[src/rtl/aclk_key_ctrl.sv]
// Alarm clock keypad sequencer: collects key digits, issues alarm/time
// load strobes, selects display source, abandons entry on idle timeout.
module aclk_key_ctrl #(
    parameter int          TIMEOUT_SECS = 10,
    parameter logic [3:0]  NOKEY        = 4'd10
) (
    input  logic       clock,
    input  logic       reset_n,
    input  logic       one_second,
    input  logic       alarm_button,
    input  logic       time_button,
    input  logic [3:0] key,
    output logic       load_new_alarm,
    output logic       load_new_time,
    output logic       show_new_time,
    output logic       show_a,
    output logic [3:0] key_ms_hr,
    output logic [3:0] key_ls_hr,
    output logic [3:0] key_ms_min,
    output logic [3:0] key_ls_min
);

    localparam int CW = $clog2(TIMEOUT_SECS + 1);

    typedef enum logic [2:0] {
        SHOW_TIME,
        KEY_STORED,
        KEY_WAIT,
        KEY_ENTRY,
        SHOW_ALARM,
        SET_ALARM_TIME,
        SET_CURRENT_TIME
    } state_t;

    state_t          r_state;
    state_t          w_next;
    logic [15:0]     r_buf;
    logic [3:0]      r_key;
    logic [CW-1:0]   r_cnt;
    logic            w_valid;
    logic            w_timeout;
    logic            w_entry;

    assign w_valid   = (key <= 4'd9) && (key != NOKEY);
    assign w_timeout = (r_cnt == CW'(TIMEOUT_SECS));
    assign w_entry   = (r_state == KEY_WAIT) || (r_state == KEY_ENTRY);

    always_ff @(posedge clock or negedge reset_n) begin
        if (!reset_n) begin
            r_state <= SHOW_TIME;
        end else begin
            r_state <= w_next;
        end
    end

    always_comb begin
        w_next = r_state;
        unique case (r_state)
            SHOW_TIME: begin
                if (alarm_button)  w_next = SHOW_ALARM;
                else if (w_valid)  w_next = KEY_STORED;
            end
            KEY_STORED: w_next = KEY_WAIT;
            KEY_WAIT: begin
                if (!w_valid)       w_next = KEY_ENTRY;
                else if (w_timeout) w_next = SHOW_TIME;
            end
            KEY_ENTRY: begin
                if (alarm_button)     w_next = SET_ALARM_TIME;
                else if (time_button) w_next = SET_CURRENT_TIME;
                else if (w_valid)     w_next = KEY_STORED;
                else if (w_timeout)   w_next = SHOW_TIME;
            end
            SHOW_ALARM: begin
                if (!alarm_button) w_next = SHOW_TIME;
            end
            SET_ALARM_TIME:   w_next = SHOW_TIME;
            SET_CURRENT_TIME: w_next = SHOW_TIME;
            default:          w_next = SHOW_TIME;
        endcase
    end

    // Digits shift in on the KEY_STORED exit edge; any abandoned or
    // committed entry wipes the buffer on the way back to SHOW_TIME.
    always_ff @(posedge clock or negedge reset_n) begin
        if (!reset_n) begin
            r_buf <= '0;
            r_key <= '0;
        end else begin
            if (w_next == KEY_STORED) r_key <= key;
            if (r_state == KEY_STORED) begin
                r_buf <= {r_buf[11:0], r_key};
            end else if (r_state != SHOW_TIME && r_state != SHOW_ALARM
                         && w_next == SHOW_TIME) begin
                r_buf <= '0;
            end
        end
    end

    always_ff @(posedge clock or negedge reset_n) begin
        if (!reset_n) begin
            r_cnt <= '0;
        end else if (!w_entry) begin
            r_cnt <= '0;
        end else if (one_second && !w_timeout) begin
            r_cnt <= r_cnt + CW'(1);
        end
    end

    assign load_new_alarm = (r_state == SET_ALARM_TIME);
    assign load_new_time  = (r_state == SET_CURRENT_TIME);
    assign show_new_time  = (r_state == KEY_STORED) || w_entry;
    assign show_a         = (r_state == SHOW_ALARM);
    assign key_ms_hr      = r_buf[15:12];
    assign key_ls_hr      = r_buf[11:8];
    assign key_ms_min     = r_buf[7:4];
    assign key_ls_min     = r_buf[3:0];

endmodule

[config.mk]
export PLATFORM = sky130hd
export DESIGN_NAME = aclk_key_ctrl
export DESIGN_NICKNAME = d
export VERILOG_FILES = /design/src/rtl/aclk_key_ctrl.sv
export SDC_FILE = /design/constraint.sdc
export NUM_CORES = 1
export LEC_CHECK = 0
export BUFFER_PORTS_ARGS = -buffer_cell sky130_fd_sc_hd__buf_2
export CORE_UTILIZATION = 52
export DETAILED_ROUTE_END_ITERATION = 6
export GPL_ROUTABILITY_DRIVEN = 0
export PLACE_DENSITY = 0.8
export SETUP_SLACK_MARGIN = 0.02
export SLEW_MARGIN = 20
export SYNTH_ARGS = -nofsm -noshare
export SYNTH_HDL_FRONTEND = slang
export SYNTH_SLANG_ARGS = --single-unit
export TNS_END_PERCENT = 100
[constraint.sdc]
create_clock -name clock -period 2.3 [get_ports clock]
set_clock_uncertainty 0.15 [all_clocks]
set_input_delay 0 -clock clock [delete_from_list [all_inputs] [get_ports clock]]
set_output_delay 0 -clock clock [all_outputs]
set_load 0.01 [all_outputs]
* Word-level counts from Yosys, hierarchy flattened
Cells that the tools add are included.
W data, S select, Z words.
** Operators by class
- Reduce and logical (&&, ||, !) cells :: 11
- Mux-type cells :: 13
- Eq/ne operators :: 11
- $lt $le $gt $ge :: 1
- $add $sub $neg :: 1
** Operator list (number)
- $mux W16 :: 2
- $mux W3 :: 8
- $pmux W3 S5 :: 1
- $eq A3 B3 Y1 const B :: 3
- $mux W4 :: 2
- $eq A3 B1 Y1 const B :: 2
- $eq A3 B2 Y1 const B :: 2
- $logic_not A3 Y1 :: 2
- $add A4 B1 Y4 const B :: 1
- $eq A4 B4 Y1 const B :: 1
- $le A4 B4 Y1 const B :: 1
- $logic_and A1 B1 Y1 :: 4
- $ne A4 B4 Y1 const B :: 1
- $ne A3 B3 Y1 const B :: 1
- $reduce_bool A3 Y1 :: 1
- $logic_or A1 B1 Y1 :: 2
- $ne A2 B1 Y1 const B :: 1
- $reduce_bool A2 Y1 :: 1
- $logic_not A1 Y1 :: 1
** Word-level totals
- Flip-flop bits (word level) :: 27
- Output and inout bits :: 20

* Logic depth before layout (Yosys ltp)
Gate-level depths: netlist of run 1.
- Word-level depth :: 10
- Depth in mapped cells :: 8
- Depth with buffers taken out :: 7

* Least setup slack after synthesis of run 1
Ideal clock, no wire load.
- Path type :: register to register
- From :: reg r_state[2]
- To :: reg r_key[0]
- Setup time :: 0.125 ns
- Period minus slack after synthesis :: 2.055 ns
- Cell stages (with the launch flop) :: 7
- Arrival time :: 1.780 ns
- Setup slack :: 0.245 ns
- Buffers on the path :: 1
- Cell sequence :: dfrtp_1 -> nand2b_1 -> buf_6 -> or3_1 -> o211ai_2 -> nor3b_4 -> mux2_2
** On the way
- Elaborated cells between the ends (all ways) :: 15
** RTL lines
- start, declared :: RTL line 35 : state_t r_state;
- start signal, assigned :: RTL line 52 : r_state <= w_next;
- $eq A3 B3 Y1 (tied with other cells) :: RTL line 58 : unique case (r_state)
- $pmux W3 S5 * :: RTL line 58
- named net w_next[0] :: RTL line 36 : state_t w_next;
- $eq A3 B1 Y1 * :: RTL line 90 : if (w_next == KEY_STORED) r_key <= key;
- end signal, assigned :: RTL line 90
- end, declared :: RTL line 38 : logic [3:0] r_key;
The timed path passes the listed nets; every way through them passes the cells marked *.
A chain may end at the register's enable or synchronous reset.

* Final worst setup path of run 1
- From :: reg r_cnt[0]
- To :: reg r_key[2]
** On the way
- Longest elaborated chain between the ends :: 7
- Elaborated cells between the ends (all ways) :: 8
** Ends and longest elaborated chain
- start, declared :: RTL line 39 : logic [CW-1:0] r_cnt;
- start signal, assigned :: RTL line 106 : r_cnt <= r_cnt + CW'(1);
- $eq A4 B4 Y1 * :: RTL line 45 : assign w_timeout = (r_cnt == CW'(TIMEOUT_SECS));
- $mux W3 * :: RTL line 66, 72
- $mux W3 :: RTL line 71 : else if (w_valid) w_next = KEY_STORED;
- $mux W3 :: RTL line 70 : else if (time_button) w_next = SET_CURRENT_TIME;
- $mux W3 :: RTL line 69 : if (alarm_button) w_next = SET_ALARM_TIME;
- $pmux W3 S5 * :: RTL line 58
- named net w_next[1] :: RTL line 36
- $eq A3 B1 Y1 * :: RTL line 90
Marks and branches as above.

==> impl_metrics.ini, run 1 <==
[placed_design]
dp_hpwl_mm = 1.76
post_dp_cell_area_sq_um = 1450
io_buffers = 28

[worst_hold_path]
min_path_type = input port to async pin

[floorplanning]
core_area_sq_um = 2280
start_util_pct = 56.7
die-height_microns = 51.8
die_w_microns = 51.8
ios = 29
row_count = 17
die_area_sq_um = 2690

[synthesis]
syn_inst = 131
ys_warn_count = 0
yosysTopAreaCell = dfrtp_1
ys_types = 32
yosys-top-cells-area = dfrtp_1 (52%), nand2_1 (9.6%), a21oi_1 (7.4%)
syn_area_per_cell_sq_um = 9.86
ys_seq_area_share_pct = 52.3
synth_top_area_share_pct = 52.3
synthArstFlopShare_pct = 100
syn-cell-area_sq_um = 1290
synth_fp_nets = 142
synth_edf_count = 0
post-synth-top-count-cell = nand2_1
synth_flop_cell = dfrtp_1
synthTopCellsByCount = nand2_1 (33), dfrtp_1 (27), a21oi_1 (19)
synth-seq-cells = 27

[sta]
finalSetupViolations = 0
slew_headroom_pct = 59.8
period_needed_ns = 2.25
fmax_mhz = 445
period_share_pct = 97.7
hold_viol = 0
final_max_slew_viol_count = 0
worstMarginPinSlew_ns = 0.603

[global_routing]
grt_first_pass_wirelength_mm = 4.22
grt_usage_pct = 21.8
antenna_found_initial = 0
grt_pass1_vias = 921
grt.overflow.total = 0
grt_max_degree = 28

[routing]
drt-total-wl_mm = 2.67
remaining_drc_errors = 0
drtAntennaViolNets = 0
via_count = 1072
vias_per_cell = 5.36
drt-initial-drc-count = 29
first_pass_iters = 4
wl_per_cell_microns = 13.4

[layout]
fin_area_sq_um = 1620
drive_above_1_share_pct = 29.1
nets = 184
num_antenna_cells = 0
area_growth_pct = 25.1
finish.utilization_pct = 71.0

[clock_network]
clkTransAtPathRegs_ns = 0.15
cts_buffer_depth = 2
cts_tree = built
clock-sinks = 27
clk_latency_ns = 0.34
root_buffer = clkbuf_4
htree_levels = 1
cts_buffers = 3

[setup_path]
cp.required_ns = 2.39
slowest_delay_ns = 0.46
path_max_fanout = 4
reg2reg_from = r_cnt[0]
startpoint_type = flop
timing.rr.end = r_key[2]
path_buf_inv = 1
worst-r2r-cell-count = 6
arrival_ns = 2.34
endpoint_kind = flop
crit_family = simple AND/OR/NAND/NOR gates
worstPathCellList = inv_2 -> ha_2 -> nand3b_1 -> a221o_2 -> nor3b_4 -> mux2_4
ff2ff_setup_slack_ns = 0.05
slowest_stage = a221o_2
path_class = flop to flop

[run_status]
status = completed

[power]
p_per_area_nw_per_um2 = 1140
vdd_ir_drop_max_v = 0.000738
p_leak_nw = 0.793

[run]
max-cap-violations = 0
metal layers:
layer | part of all wire, % | GRT usage, %
met5 | 0 | 0
met4 | 1.6 | 9.01
met1 | 43 | 27.4
met3 | 4.7 | 6.43
met2 | 51 | 34.6
worst max-delay path by stage:
| stage | start | end | slack (ns) | cells after the start |
|---|---|---|---|---|
| floorplan | r_state[2] | r_key[0] | 0.24 | 6 |
| global placement | r_cnt[0] | r_key[0] | 0.21 | 6 |
| detailed placement | r_cnt[0] | r_key[1] | 0.11 | 6 |
| CTS | r_cnt[0] | r_key[1] | 0.06 | 6 |
| global route | r_cnt[0] | r_key[2] | -0.004 | 6 |
| finish | r_cnt[0] | r_key[2] | 0.05 | 6 |
kinds of logic (layout without fill, tap and decap cells):
logic type | Yosys count | after routing | share of synthesized area, %
XOR/XNOR | 3 | 3 | 2.04
AND/OR/NAND/NOR | 59 | 59 | 23.3
AO/OA/AOI/OAI | 26 | 26 | 12.1
multiplexers | 5 | 5 | 4.26
buffers and inverters | 9 | 50 | 4.07
adder cells (fa/ha/maj) | 2 | 2 | 1.94
flip-flops | 27 | 27 | 52.3
worst reg2reg max path, stage by stage, from the launching register on:
cell	delay [ns]
dfrtp_1	0.44
inv_2	0.08
ha_2	0.18
nand3b_1	0.13
a221o_2	0.46
nor3b_4	0.38
mux2_4	0.34
metrics by stage:
stage,hold WS [ns],worst slack (ns),setup TNS (ns),total power (W),std cells
after floorplan,-0.446,0.245,0,0.00132,131
after global placement,-0.117,0.207,0,0.00151,184
after detailed placement,-0.110,0.111,0,0.00154,184
after CTS,0.0511,0.0596,0,0.00177,197
after global routing,0.0904,-0.00368,-0.00368,0.00199,200
final,0.0292,0.0530,0,0.00185,200
flip-flops by register name (all words and copies together) (netlist names):
register / count
r_state: 3
r_cnt: 4
r_key: 4
r_buf: 16
timing repair:
item	in CTS	in global routing
hold buffers	9	0
gates resized for setup	0	8
hold endpoints to repair	37	0
endpoints found under the setup margin	0	10
setup buffers	0	3
where the power goes:
part	total [W]	internal, W	leakage, nW	switching (W)
logic	0.000880	0.000417	0.415	0.000463
registers	0.000761	0.000633	0.361	0.000128
clock network	0.000206	0.0000654	0.0177	0.000141
total	0.00185	0.00112	0.793	0.000732
area by class of cell:
type                            instances  area (sq um)
Inverter                                2          7.51
Clock buffer                            3          22.5
Tap cell                               28          35.0
Sequential cell                        27           676
Multi-Input combinational cell         95           583
Timing Repair Buffer                   44           287
Clock inverter                          1          5.00
Fill cell                             164           661
cells in the final DEF (no fill, tap or decap), drive strengths merged, types with 2 or more instances in the layout:
cell type	count
xor2	2
clkbuf	3
nor2	9
nand2	33
nand2b	5
mux2	4
ha	2
a21oi	19
and3b	2
buf	35
dfrtp	27
nor3b	2
inv	2
dlygate4sd3	9
Note: power is estimated with default switching activity, not from simulation.
==> inputs of run 2 (changes only) <==
Settings changed: CORE_MARGIN from default to 4, CORE_UTILIZATION 52 to 25, PLACE_DENSITY 0.8 to 0.46.
==> run 2 against run 1 <==
Power is 1.4% lower. Fmax is 3.3% higher. First-iteration DRC count is 3.4% higher. Register-to-register slack better by 0.07 ns. Worst hold slack better by 0.0096 ns. Utilization is 38 points lower. Worst setup slack better by 0.072 ns. Clock power is 27% higher. Wire length is 3.5% higher. Largest power group unchanged.
==> impl_metrics.ini, run 2 (same netlist as run 1, synthesis figures left out) <==
[routing]
drt-initial-drc-count = 30
drt-total-wl_mm = 2.77
first_pass_iters = 4
remaining_drc_errors = 0
vias_per_cell = 4.24
drtAntennaViolNets = 0
via_count = 992
wl_per_cell_microns = 11.8

[sta]
period_share_pct = 94.6
hold_viol = 0
setup_slack_ns = 0.125
final_max_slew_viol_count = 0
tns_ns = 0
worstMarginPinSlew_ns = 0.633
slew_headroom_pct = 57.8
finalSetupViolations = 0
rsz0062_at_grt = no
period_needed_ns = 2.18
fmax_mhz = 460
timing.hold.ws_ns = 0.0388

[layout]
mostFrequentLayoutCells = nand2_1 (33), buf_2 (28), dfrtp_1 (27), a21oi_1 (19), nor2_1 (9)
area_growth_pct = 25.1
reg_top3 = r_buf: 16 flops, r_cnt: 4 flops, r_key: 4 flops
nets = 179
num_antenna_cells = 0
layout_commonest_cell = nand2_1
largest_reg_flops = 16
drive_above_1_share_pct = 26.9
regMostFlops = r_buf

[global_routing]
grt_first_pass_wirelength_mm = 4.77
grt_usage_pct = 9.50
grt.overflow.total = 0
grt_max_degree = 28
grt_pass1_vias = 983
antenna_found_initial = 0

[placed_design]
io_buffers = 28
dp_hpwl_mm = 2.03
dp_slack_ns = 0.105

[setup_path]
startpoint_type = flop
cp.required_ns = 2.31
path_class = flop to flop
arrival_ns = 2.18
path_max_fanout = 4
ff2ff_setup_slack_ns = 0.12
endpoint_kind = flop

[clock_network]
clkTransAtPathRegs_ns = 0.08
cts_buffers = 3
root_buffer = clkbuf_8
clk_latency_ns = 0.27
htree_levels = 1
cts_buffer_depth = 2
cts_tree = built
clock-sinks = 27

[floorplanning]
start_util_pct = 26.6
die-height_microns = 79.9
die_area_sq_um = 6380
row_count = 25
core_area_sq_um = 4850
die_w_microns = 79.9
ios = 29

[power]
p_sw_w = 0.000709
p_leak_nw = 0.762
p_int_w = 0.00111
p_clk_share_pct = 14.4
p_seq_share_pct = 42.3
pwr-share-comb_pct = 43.3
vdd_ir_drop_max_v = 0.000491
swShare_pct = 38.9
p_per_area_nw_per_um2 = 1130

[run]
max-cap-violations = 0

[run_status]
status = completed

[worst_hold_path]
min_path_type = input port to flop
==> run 2: cell count changes in the layout (fill, tap and decap cells not counted), moves of 3 or more <==
cell,delta
dlygate4sd3_1,-3
clkbuf_4,-3
mux2_2,+4
mux2_4,-4
clkbuf_8,+3
==> run 2: what timing repair did <==
| item | CTS | global route |
|---|---|---|
| hold endpoints to repair | 34 | 0 |
| setup buffers | 0 | 1 |
| gates resized for setup | 0 | 1 |
| hold buffers | 6 | 0 |
| endpoints found under the setup margin | 0 | 3 |
==> run 2: cell type report <==
type / instances / area [sq um]
timing repair buffer: 39 / 238
multi-input combinational: 95 / 566
inverter: 2 / 7.51
tap: 67 / 83.8
clock buffer: 4 / 45.0
fill: 516 / 3230
sequential: 27 / 676
==> run 2: worst max-delay path, stage by stage (launching register included) <==
cell and delay (ns):
dfrtp_1 0.38, inv_1 0.09, ha_1 0.17, nand3b_1 0.16
a221o_2 0.45, nor3b_4 0.27, mux2_2 0.38
==> run 2: power by group through the flow <==
stage / Combinational, W / Clock, W / Sequential, W
2_1_floorplan: 0.000533 / 0 / 0.000785
3_5_place_dp: 0.000787 / 0 / 0.000784
4_1_cts: 0.000795 / 0.000277 / 0.000774
5_1_grt: 0.000882 / 0.000303 / 0.000801
3_3_place_gp: 0.000765 / 0 / 0.000774
6_report: 0.000789 / 0.000262 / 0.000770
==> run 2: through the flow <==
stage | util (%) | instance area [sq um] | cells | power (W)
detailed placement | 30.9 | 1500 | 223 | 0.00157
global placement | 30.9 | 1500 | 223 | 0.00154
CTS | 33.1 | 1610 | 233 | 0.00185
finish | 33.3 | 1620 | 234 | 0.00182
global route | 33.3 | 1620 | 234 | 0.00199
floorplan | - | 1290 | 131 | 0.00132
==> run 2: per-layer routing <==
metal,global-route usage [%],share of wire [%]
met5,0,0
met4,2.53,1.0
met3,2.60,4.8
met2,15.7,51
met1,12.2,43
==> run 2: path summary, 6_finish.rpt <==
check,start,endpoint,cells past startpoint
worst max-delay path,r_cnt[0],r_key[2],6
worst min-delay path,alarm_button,r_state[0],3
worst max register to register,r_cnt[0],r_key[2],6
worst min register to register,r_buf[12],r_buf[12],2
max in group asynchronous,reset_n,r_buf[5],2
min in group asynchronous,reset_n,r_state[2],2
==> inputs of run 3 (changes only) <==
Settings changed: CTS_BUF_LIST from default to sky130_fd_sc_hd__clkbuf_8.
==> run 3 against run 2 <==
Non-clock buffer count is the same. Critical path depth is the same. Register-to-register slack barely moved. Clock-buffer cell count shrank 1. Largest cell class unchanged.
==> impl_metrics.ini, run 3 (same netlist as run 1, synthesis figures left out) <==
[layout]
finish.utilization_pct = 33.3
drive_above_1_share_pct = 26.9
reg_top3 = r_buf: 16 flops, r_cnt: 4 flops, r_key: 4 flops
mostFrequentLayoutCells = nand2_1 (33), buf_2 (28), dfrtp_1 (27), a21oi_1 (19), nor2_1 (9)
regMostFlops = r_buf
largest_reg_flops = 16
layout_commonest_cell = nand2_1
nets = 179
area_growth_pct = 25.1
num-fill-cells = 516
num_antenna_cells = 0

[power]
vdd_ir_drop_max_v = 0.000492
p_leak_nw = 0.766
p_per_area_nw_per_um2 = 1120
p_total_w = 0.00182

[sta]
period_needed_ns = 2.18
timing.hold.ws_ns = 0.0383
setup_slack_ns = 0.125
period_share_pct = 94.6
hold_viol = 0
worstMarginPinSlew_ns = 0.633
tns_ns = 0
rsz0062_at_grt = no
slew_headroom_pct = 57.8
final_max_slew_viol_count = 0
fmax_mhz = 460
finalSetupViolations = 0

[routing]
wl_per_cell_microns = 11.8
remaining_drc_errors = 0
via_count = 992
drt-total-wl_mm = 2.77
drt-initial-drc-count = 30
drtAntennaViolNets = 0
first_pass_iters = 4
vias_per_cell = 4.24

[worst_hold_path]
min_path_type = input port to flop
hold_end = r_state[0]
hold_depth = 3
holdCritStartpoint = alarm_button

[setup_path]
ff2ff_setup_slack_ns = 0.12
arrival_ns = 2.18
worst-r2r-cell-count = 6
path_max_fanout = 4
crit_start = r_cnt[0]
cp.required_ns = 2.31
timing.rr.end = r_key[2]
path_class = flop to flop
startpoint_type = flop
reg2reg_from = r_cnt[0]
endpoint_kind = flop

[floorplanning]
row_count = 25
die_area_sq_um = 6380
core_area_sq_um = 4850
die_w_microns = 79.9
ios = 29
start_util_pct = 26.6
die-height_microns = 79.9

[run]
max-cap-violations = 0

[clock_network]
root_buffer = clkbuf_8
cts_buffers = 3
clk_latency_ns = 0.27
cts_tree = built
clkTransAtPathRegs_ns = 0.09
clock-sinks = 27
cts_buffer_depth = 2
htree_levels = 1

[global_routing]
grt_first_pass_wirelength_mm = 4.77
grt_pass1_vias = 983
grt_max_degree = 28
grt.overflow.total = 0
antenna_found_initial = 0
grt_usage_pct = 9.50

[placed_design]
dp_hpwl_mm = 2.03
io_buffers = 28
dp_slack_ns = 0.105

[run_status]
status = completed
## run 3: area by class of cell
cell class	count	area [sq um]	share of cell area [%]
well taps	67	83.8	5.19
clock inverters	1	3.75	0.232
multi-input cells	95	566	35.0
clock buffers	3	41.3	2.56
repair buffers	39	238	14.7
inverters	2	7.51	0.465
flip-flops and latches	27	676	41.8
## run 3: how the worst max path moves through the flow
stage	endpoint	slack, ns	cells after the start
after floorplan	r_key[0]	0.24	6
after global placement	r_key[3]	0.20	6
after detailed placement	r_key[2]	0.11	6
after CTS	r_key[2]	0.09	6
after global routing	r_key[2]	0.03	5
final	r_key[2]	0.12	6
## run 3: per-layer routing
metal / global-route usage [%] / wire length (microns) / up-vias
li1: - / - / 516
met2: 15.7 / 1400 / 16
met1: 12.2 / 1200 / 456
met3: 2.60 / 133 / 4
met4: 2.53 / 29 / 0
met5: 0 / 0 / -
## run 3: repair_timing
item,4_1_cts,5_1_grt
setup buffers,0,1
hold buffers,6,0
gates resized for setup,0,1
endpoints found under the setup margin,0,3
hold endpoints to repair,34,0
## run 3: critical path, cell delays in order (launching register included)
cell and delay [ns]:
dfrtp_1 0.39, inv_1 0.09, ha_1 0.17, nand3b_1 0.16, a221o_2 0.45, nor3b_4 0.27, mux2_2 0.38
## run 3: power by group
group / internal, W / switching, W / leakage [nW]
Combinational: 0.000355 / 0.000434 / 0.378
Sequential: 0.000634 / 0.000136 / 0.361
Clock: 0.000120 / 0.000139 / 0.0269
## run 3: stage by stage
step           instances  area (sq um)
2_1_floorplan        131          1290
3_3_place_gp         223          1500
3_5_place_dp         223          1500
4_1_cts              233          1610
5_1_grt              234          1620
6_report             234          1620
